### src/rtl/fir_pkg.sv
// Shared types, reset coefficient set and width helpers for the MAC lowpass FIR.
package fir_pkg;

   typedef enum logic {
      IDLE = 1'b0,
      MAC  = 1'b1
   } fir_state_t;

   localparam int GAUSS_ORDER  = 8;
   localparam int GAUSS_COEF_W = 8;

   // 8th-order Gaussian lowpass, b0 in the most significant slice.
   localparam logic [(GAUSS_ORDER+1)*GAUSS_COEF_W-1:0] GAUSS_COEFS = {
      8'd7, 8'd17, 8'd32, 8'd46, 8'd52, 8'd46, 8'd32, 8'd17, 8'd7
   };

   // Smallest accumulator that holds the sum of `taps` full-scale products.
   function automatic int min_acc_w(input int word_in, input int coef_w, input int taps);
      return word_in + coef_w + $clog2(taps);
   endfunction

   // Smallest address that reaches every tap index.
   function automatic int min_addr_w(input int taps);
      return $clog2(taps);
   endfunction

endpackage

### src/rtl/fir_mac_unit.sv
// Registered unsigned multiply-accumulate with synchronous clear and enable.
// acc_sum exposes acc + a*b so the final tap can be folded into the result
// without an extra cycle.
module fir_mac_unit #(
   parameter int A_W   = 8,
   parameter int B_W   = 8,
   parameter int ACC_W = 20
) (
   input  logic             clock,
   input  logic             reset,
   input  logic             clr,
   input  logic             en,
   input  logic [A_W-1:0]   a,
   input  logic [B_W-1:0]   b,
   output logic [ACC_W-1:0] acc_sum
);

   localparam int PROD_W = A_W + B_W;

   logic [PROD_W-1:0] prod;
   logic [ACC_W-1:0]  acc;

   assign prod    = PROD_W'(a) * PROD_W'(b);
   assign acc_sum = acc + ACC_W'(prod);

   // Accumulator: clear wins over enable.
   always_ff @(posedge clock) begin
      if (reset || clr) begin
         acc <= '0;
      end else if (en) begin
         acc <= acc_sum;
      end
   end

endmodule

### src/rtl/fir_mac_lowpass.sv
// Time-multiplexed FIR lowpass: one MAC walks the taps over ORDER+1 cycles
// per accepted sample.
//
// state | meaning
// ------+--------------------------------------------------------------
// IDLE  | in_ready high; accepts a sample or a coefficient write
// MAC   | one tap per cycle; last tap publishes data_out / out_valid
module fir_mac_lowpass
   import fir_pkg::*;
#(
   parameter int ORDER   = 8,
   parameter int WORD_IN = 8,
   parameter int COEF_W  = 8,
   parameter int ACC_W   = WORD_IN + COEF_W + 4,
   parameter int ADDR_W  = 4,
   parameter logic [(ORDER+1)*COEF_W-1:0] DEFAULT_COEFS = GAUSS_COEFS
) (
   input  logic               clock,
   input  logic               reset,
   input  logic [WORD_IN-1:0] data_in,
   input  logic               in_valid,
   output logic               in_ready,
   input  logic               coef_we,
   input  logic [ADDR_W-1:0]  coef_addr,
   input  logic [COEF_W-1:0]  coef_data,
   output logic [ACC_W-1:0]   data_out,
   output logic               out_valid
);

   localparam int TAPS = ORDER + 1;
   localparam logic [ADDR_W-1:0] LAST_IDX = ADDR_W'(ORDER);

   if (ORDER < 1) begin : g_order_chk
      $error("ORDER must be at least 1");
   end
   if (ACC_W < min_acc_w(WORD_IN, COEF_W, TAPS)) begin : g_acc_w_chk
      $error("ACC_W too narrow for ORDER/WORD_IN/COEF_W");
   end
   if (ADDR_W < min_addr_w(TAPS)) begin : g_addr_w_chk
      $error("ADDR_W cannot reach every tap");
   end

   fir_state_t state, state_nxt;

   logic [WORD_IN-1:0] x_dly [TAPS];
   logic [COEF_W-1:0]  coef  [TAPS];
   logic [ADDR_W-1:0]  idx;
   logic               accept;
   logic               mac_en;
   logic               last_tap;
   logic               coef_wr;
   logic [COEF_W-1:0]  coef_sel;
   logic [WORD_IN-1:0] x_sel;
   logic [ACC_W-1:0]   acc_sum;

   // State register.
   always_ff @(posedge clock) begin
      if (reset) begin
         state <= IDLE;
      end else begin
         state <= state_nxt;
      end
   end

   // Next state and per-state control strobes.
   always_comb begin
      state_nxt = state;
      in_ready  = 1'b0;
      accept    = 1'b0;
      mac_en    = 1'b0;
      last_tap  = 1'b0;
      unique case (state)
         IDLE: begin
            in_ready = 1'b1;
            if (in_valid) begin
               accept    = 1'b1;
               state_nxt = MAC;
            end
         end
         MAC: begin
            mac_en = 1'b1;
            if (idx == LAST_IDX) begin
               last_tap  = 1'b1;
               state_nxt = IDLE;
            end
         end
         default: state_nxt = IDLE;
      endcase
   end

   // Delay line shifts on acceptance; tap index walks during MAC.
   always_ff @(posedge clock) begin
      if (reset) begin
         for (int k = 0; k < TAPS; k++) x_dly[k] <= '0;
         idx <= '0;
      end else if (accept) begin
         x_dly[0] <= data_in;
         for (int k = 1; k < TAPS; k++) x_dly[k] <= x_dly[k-1];
         idx <= '0;
      end else if (mac_en) begin
         idx <= idx + ADDR_W'(1);
      end
   end

   // Out-of-range addresses and writes while busy fall through untouched.
   assign coef_wr = coef_we && (state == IDLE) && (coef_addr <= LAST_IDX);

   // Coefficient registers, reloaded with the default set on reset.
   always_ff @(posedge clock) begin
      if (reset) begin
         for (int k = 0; k < TAPS; k++) coef[k] <= DEFAULT_COEFS[(ORDER-k)*COEF_W +: COEF_W];
      end else if (coef_wr) begin
         for (int k = 0; k < TAPS; k++) begin
            if (coef_addr == ADDR_W'(k)) coef[k] <= coef_data;
         end
      end
   end

   // Operand select for the current tap.
   always_comb begin
      coef_sel = '0;
      x_sel    = '0;
      for (int k = 0; k < TAPS; k++) begin
         if (idx == ADDR_W'(k)) begin
            coef_sel = coef[k];
            x_sel    = x_dly[k];
         end
      end
   end

   fir_mac_unit #(
      .A_W   (COEF_W),
      .B_W   (WORD_IN),
      .ACC_W (ACC_W)
   ) u_mac (
      .clock   (clock),
      .reset   (reset),
      .clr     (accept),
      .en      (mac_en),
      .a       (coef_sel),
      .b       (x_sel),
      .acc_sum (acc_sum)
   );

   // Result register: updated only on the last tap, held otherwise.
   always_ff @(posedge clock) begin
      if (reset) begin
         data_out  <= '0;
         out_valid <= 1'b0;
      end else begin
         out_valid <= last_tap;
         if (last_tap) data_out <= acc_sum;
      end
   end

endmodule
### config.mk
export PLATFORM = sky130hd
export DESIGN_NAME = fir_mac_lowpass
export DESIGN_NICKNAME = d
export VERILOG_FILES = /design/src/rtl/fir_pkg.sv /design/src/rtl/fir_mac_unit.sv /design/src/rtl/fir_mac_lowpass.sv
export SDC_FILE = /design/constraint.sdc
export NUM_CORES = 1
export LEC_CHECK = 0
export ABC_AREA = 1
export CAP_MARGIN = 15
export CORE_AREA = 5 5 145 161
export CTS_BUF_LIST = sky130_fd_sc_hd__clkbuf_4 sky130_fd_sc_hd__clkbuf_8
export CTS_CLUSTER_DIAMETER = 30
export CTS_CLUSTER_SIZE = 14
export DETAILED_ROUTE_END_ITERATION = 8
export DIE_AREA = 0 0 150 166
export PLACE_DENSITY = 0.72
export RECOVER_POWER = 100
export SYNTH_ARGS = -nofsm -noshare
export SYNTH_HDL_FRONTEND = slang
export SYNTH_SLANG_ARGS = --single-unit
### constraint.sdc
create_clock -name clock -period 7.1 [get_ports clock]
set_clock_uncertainty 0.15 [all_clocks]
set_input_delay 1.42 -clock clock [delete_from_list [all_inputs] [get_ports clock]]
set_output_delay 1.42 -clock clock [all_outputs]
set_load 0.005 [all_outputs]
* Word level (Yosys, flattened, before mapping)
Memory sizes are Yosys's and may differ from the RTL's.
Cells that the tools add are included.
** Word-level totals
- Register bits :: 46
- Bits in latches :: 0
- Memory bits (writable) :: 144
- Bits in read-only memories :: 0
- Input bits :: 24
- Output and inout bits :: 22
- Word-level logic and storage cells :: 137
- Memories :: 2
** Memories
- coef :: depth 9, bits a word 8, read ports 9, clocked after Yosys merged registers in 0, wr ports 9, line fir_mac_lowpass.sv:46 : logic [COEF_W-1:0] coef [TAPS];
- x_dly :: depth 9, bits a word 8, read ports 9, clocked after Yosys merged registers in 0, wr ports 9, line fir_mac_lowpass.sv:45 : logic [WORD_IN-1:0] x_dly [TAPS];
** Operators by class
- Add/subtract/negate cells :: 2
- Multipliers :: 1
- Div/mod/pow operators :: 0
- $lt $le $gt $ge :: 1
- Equality and inequality tests :: 16
- Shifts and indexed selects :: 0
- Multiplexer cells :: 85
- Bitwise logic cells :: 19
- Reduce and logical (&&, ||, !) cells :: 6
** Operators by type and width (count)
- 8-bit 2-to-1 mux :: 36
- 1-bit 2-to-1 mux :: 48
- 4-bit by 3-bit == test with 1-bit output (second input constant) :: 8
- 20-bit by 16-bit adder with 20-bit output :: 1
- 1-bit OR :: 18
- 4-bit by 2-bit == test with 1-bit output (second input constant) :: 4
- 8-bit by 8-bit multiplier with 16-bit output :: 1
- 4-bit by 1-bit == test with 1-bit output (second input constant) :: 2
- 4-bit == test (second input constant) :: 2
- 4-bit logical NOT :: 2
- 4-bit by 1-bit adder with 4-bit output (second input constant) :: 1
- 4-bit less-or-equal comparator (second input constant) :: 1
- 1-bit logical AND :: 2
- 1-bit case mux with 2 select lines :: 1
- 2-bit OR reduction :: 1
- 1-bit logical OR :: 1
- 1-bit inverter :: 1

* Depth between registers and ports, before layout
- Depth in word-level cells :: 12
- Mapped depth :: 36
- Mapped depth without buffers :: 34

* Hierarchy
From an unflattened synthesis, not the netlist that was laid out.
** Unflattened totals
- Cells, all modules :: 1376
- Area, all modules :: 11461.0 sq um
** By module, submodules not included
- fir_mac_lowpass :: times used 1, cells an instance 795, area each 7624.8 sq um, seq. area each 4844.6 sq um
- fir_mac_unit :: times used 1, cells an instance 581, area each 3836.2 sq um, seq. area each 400.4 sq um

* Worst setup path after synthesis
OpenSTA, ideal clock, no wires.
- Path type :: register to register
- Start point :: reg idx[1]
- End point :: reg u_mac.acc[13]
- Library setup time :: 109 ps
- Data arrival time :: 4964 ps
- Required time :: 6841 ps
- Slack :: 1877 ps
- Stages on the path, launching flop included :: 30
- Path buffers :: 2
- Period minus slack after synthesis :: 5223 ps
- Cell sequence :: dfxtp_1 -> inv_1 -> ha_1 -> clkbuf_1 -> buf_2 -> nor2_1 -> nand3_1 -> nand3_1 -> nand2_1 -> nand4_1 -> nand2_1 -> nand2_1 -> a21oi_2 -> nor2_1 -> fa_1 -> fa_1 -> fa_1 -> inv_1 -> fa_1 -> inv_1 -> ha_1 -> a21o_1 -> a21boi_0 -> nand2_1 -> a21oi_1 -> inv_1 -> nand2_1 -> nand3_1 -> nand2_1 -> inv_1
** On the way
- Word-level cells in the longest chain between the ends :: 12
- Elaborated cells between the ends (all ways) :: 29
- Classes of those cells :: 1 x add/sub; 1 x mul; 8 x eq/ne; 18 x mux; 1 x reduce/logical
** Ends and longest elaborated chain
- start: declaration :: line fir_mac_lowpass.sv:47 : logic [ADDR_W-1:0] idx;
- start signal: assignment :: line fir_mac_lowpass.sv:101 : idx <= idx + ADDR_W'(1);
- 4-bit logical NOT :: line fir_mac_lowpass.sv:124 : if (idx == ADDR_W'(k)) begin
- 8-bit 2-to-1 mux (9 in a row) :: line fir_mac_lowpass.sv:124
- 8-bit by 8-bit multiplier with 16-bit output (*) :: line fir_mac_unit.sv:23 : assign prod = PROD_W'(a) * PROD_W'(b);
- 20-bit by 16-bit adder with 20-bit output (*) :: line fir_mac_unit.sv:24 : assign acc_sum = acc + ACC_W'(prod);
- end signal: assignment :: line fir_mac_unit.sv:31 : acc <= acc_sum;
- end: declaration :: line fir_mac_unit.sv:21 : logic [ACC_W-1:0] acc;
Mark *: on every way between the ends. The rest lies on a longest branch, timed or not.
A chain may end at the register's enable or synchronous reset.

* Worst setup path in the final report
- Start point :: reg idx[1]
- End point :: reg data_out[17]
** On the way
- Word-level cells in the longest chain between the ends :: 12
- Elaborated cells between the ends (all ways) :: 31
- Classes of those cells :: 1 x add/sub; 1 x mul; 8 x eq/ne; 20 x mux; 1 x reduce/logical
** Ends and longest elaborated chain
- 4-bit logical NOT :: line fir_mac_lowpass.sv:124
- 8-bit 2-to-1 mux (9 in a row) :: line fir_mac_lowpass.sv:124
- 8-bit by 8-bit multiplier with 16-bit output :: line fir_mac_unit.sv:23
- 20-bit by 16-bit adder with 20-bit output :: line fir_mac_unit.sv:24
- end signal: assignment :: line fir_mac_lowpass.sv:152 : if (last_tap) data_out <= acc_sum;
- end: declaration :: line fir_mac_lowpass.sv:26 : output logic [ACC_W-1:0] data_out,
Several ways; a longest one is shown, not always the timed one.

==> flow_summary.json <==
{
  "ctsHoldBuffers": 0,
  "reg2reg_depth": 28,
  "syn_avg_cell_area_um2": 8.43,
  "dpl.hpwl_um": 18200,
  "die-area_um2": 24900,
  "drt-initial-drc-count": 548,
  "clkSinkCount": 190,
  "crit_path_start": "idx[1]",
  "syn_nets": 1499,
  "viasPerCell": 4.94,
  "synth_edf_count": 144,
  "route.detailed.drc": 0,
  "nNetsFinal": 1532,
  "hold_viol": 0,
  "vdd_ir_drop_max_v": 0.000133,
  "rr_startpoint": "idx[1]",
  "worst_setup_path_end_kind": "register",
  "io_pins": 46,
  "max_freq_mhz": 156,
  "fp.dieH_um": 166,
  "num_antenna_cells": 0,
  "cts_tree": "yes",
  "worst-setup-path-type": "reg -> reg",
  "synthTopCellsByArea": "edfxtp_1, inv_1, nand2_1",
  "cts_setup_buffers": 0,
  "cts_made_buffers": 17,
  "drive_gt1_frac": 0.0582,
  "cts.clk_slew.worst_paths_ns": 0.11,
  "syn_to_final_growth_pct": 8.81,
  "synth_seq_cells": 190,
  "overflow": 0,
  "worst_skew_pair.late_latency_ns": 0.49,
  "io_buffers": 45,
  "crit_top_cell": "nand2_1",
  "setup_violations": 0,
  "fin_crit_ns": 6.42,
  "required_ns": 7.34,
  "crit_end": "data_out[17]",
  "final_util": 0.584,
  "ys.flop_type": "edfxtp_1",
  "track_usage": 0.206,
  "rsz0062_at_grt": "false",
  "yosysTopAreaCellShare": 0.372,
  "place.gp.congestion": 0.915,
  "floorplan.initialDensity": 0.537,
  "dr.pass1.iters": 5,
  "maxSlewHeadroom": -1.03,
  "wl_um": 24400,
  "yosys.area.top_type": "edfxtp_1",
  "die_w_um": 150,
  "cts_buffer_depth": 2,
  "cp.arrival_ns": 6.65,
  "grt_max_degree": 82,
  "core_area_um2": 21700,
  "hold_ws_ns": 0.306,
  "timing.setup.tns_ns": 0,
  "grt_pass1_vias": 8386,
  "ys_seq_area_frac": 0.451,
  "fillers": 1952,
  "cts_resized": 0,
  "cp_slowest_cell": "ha_1",
  "tightest_slew_ns": 3.05,
  "synthCells": 1380,
  "r2r_slack_ns": 0.68,
  "p_leak_nw": 5.98,
  "root_buffer": "clkbuf_8",
  "rows": 57,
  "ant_nets": 0,
  "status": "finished, violations left",
  "fin_crit_sh": 0.904,
  "synth_cell_types": 43,
  "wl_per_cell_um": 14.2,
  "grt_pass1_wl_um": 41100,
  "synth.yosys.warnings": 0,
  "powerDensity_nw_per_um2": 226,
  "cts_max_level": 4,
  "synth-async-reset-ratio": 0,
  "synth_area_um2": 11600,
  "slowest_delay_ns": 0.60,
  "startpoint_type": "register",
  "violations": "capacitance limit, slew limit",
  "crit_fanout": 17,
  "hold_class": "reg -> reg",
  "rr_endpoint": "data_out[17]",
  "drv_cap": 2,
  "grt_antenna_before_repair": 0,
  "power_mw": 2.86,
  "vias": 8500,
  "drv_slew": 155
}
cells by family (layout without fill, tap and decap cells):
family                   Yosys count  count (layout)  share of synthesized area
adder cells (fa/ha/maj)           95              95                      0.134
AND/OR/NAND/NOR                  632             632                      0.234
buffers and inverters            343             389                      0.119
XOR/XNOR                           6               6                    0.00452
AO/OA/AOI/OAI                    114             114                     0.0572
flip-flops                       190             190                      0.451
report_power, final:
group          switching, mW  internal, mW  total, mW
clock                  0.455         0.306      0.761
combinational          0.528         0.288      0.816
sequential            0.0231          1.26       1.29
Yosys cell counts, types with 7 or more instances:
cell / instances
buf_2: 17
clkbuf_1: 13
nand3_1: 100
nand4_1: 8
nand2_2: 12
inv_2: 12
nor2_2: 10
fa_1: 50
a21oi_1: 48
nand2_1: 282
o21ai_0: 38
nor2_1: 186
edfxtp_1: 144
a21oi_2: 9
ha_1: 45
buf_4: 7
buf_6: 7
nand3b_1: 10
inv_1: 283
dfxtp_1: 46
and2_1: 8
worst min path at each step:
stage | start | to | slack [ns] | cells after the start
5_1_grt | data_out[14] | data_out[14] | 0.31 | 2
3_3_place_gp | data_out[11] | data_out[11] | 0.29 | 1
4_1_cts | data_out[14] | data_out[14] | 0.31 | 2
2_1_floorplan | u_mac.acc[0] | u_mac.acc[0] | 0.30 | 2
3_5_place_dp | data_out[11] | data_out[11] | 0.29 | 1
6_report | data_out[11] | data_out[11] | 0.31 | 1
cells in the final DEF (no fill, tap or decap), types with 3 or more instances in the layout:
master             n
a21o_1             3
nand3_1          100
fa_1              50
and2_0             8
clkinv_8           4
dlygate4sd3_1     24
nor2_2             9
clkbuf_1           8
inv_6              5
inv_8              3
nor2_1           187
o211ai_1           4
a22o_1             5
nand2_1          282
nor3_1             5
edfxtp_1         144
clkbuf_8          17
nand3b_1          10
dfxtp_1           46
clkdlybuf4s50_1   21
inv_1            287
inv_2              8
nand4_1            8
a21oi_2            8
nand2_2           12
a21oi_1           50
ha_1              45
xnor2_1            5
buf_4              5
o21ai_0           38
routing by layer:
| metal | up-vias | part of all wire | GRT usage |
|---|---|---|---|
| met5 | - | 0 | 0 |
| met4 | 0 | 0.023 | 0.0708 |
| met3 | 44 | 0.042 | 0.0358 |
| met2 | 182 | 0.50 | 0.345 |
| met1 | 3935 | 0.44 | 0.270 |
| li1 | 4339 | - | - |
area by class of cell:
| class | instances | area (um2) | area share |
|---|---|---|---|
| Clock buffer | 18 | 241 | 0.0191 |
| Inverter | 298 | 1120 | 0.0884 |
| Tap cell | 295 | 369 | 0.0292 |
| Multi-Input combinational cell | 847 | 4980 | 0.393 |
| Sequential cell | 190 | 5250 | 0.414 |
| Timing Repair Buffer | 59 | 523 | 0.0413 |
| Clock inverter | 14 | 181 | 0.0143 |
registers in the layout (all words and copies together), names as in the netlist:
| register | cells |
|---|---|
| x_dly | 72 |
| state | 1 |
| u_mac.acc | 20 |
| idx | 4 |
| out_valid | 1 |
| data_out | 20 |
| coef | 72 |
critical path: cells and delay by family (launching register included):
family | cells | cell delay (ns)
DFF | 1 | 0.35
and+or+nand+nor | 13 | 1.56
adders and majority gates | 6 | 2.91
buffers and inverters | 6 | 0.56
AOI/OAI and AO/OA | 3 | 0.80
per-stage QoR:
| stage | worst slack (ns) | std cells | area [um2] |
|---|---|---|---|
| 2_1_floorplan | 1.88 | 1380 | 11600 |
| 3_3_place_gp | 1.05 | 1687 | 12300 |
| 3_5_place_dp | 0.909 | 1688 | 12300 |
| 4_1_cts | 0.881 | 1720 | 12700 |
| 5_1_grt | 0.202 | 1721 | 12700 |
| 6_report | 0.681 | 1721 | 12700 |
(Power assumes the default switching activity.)
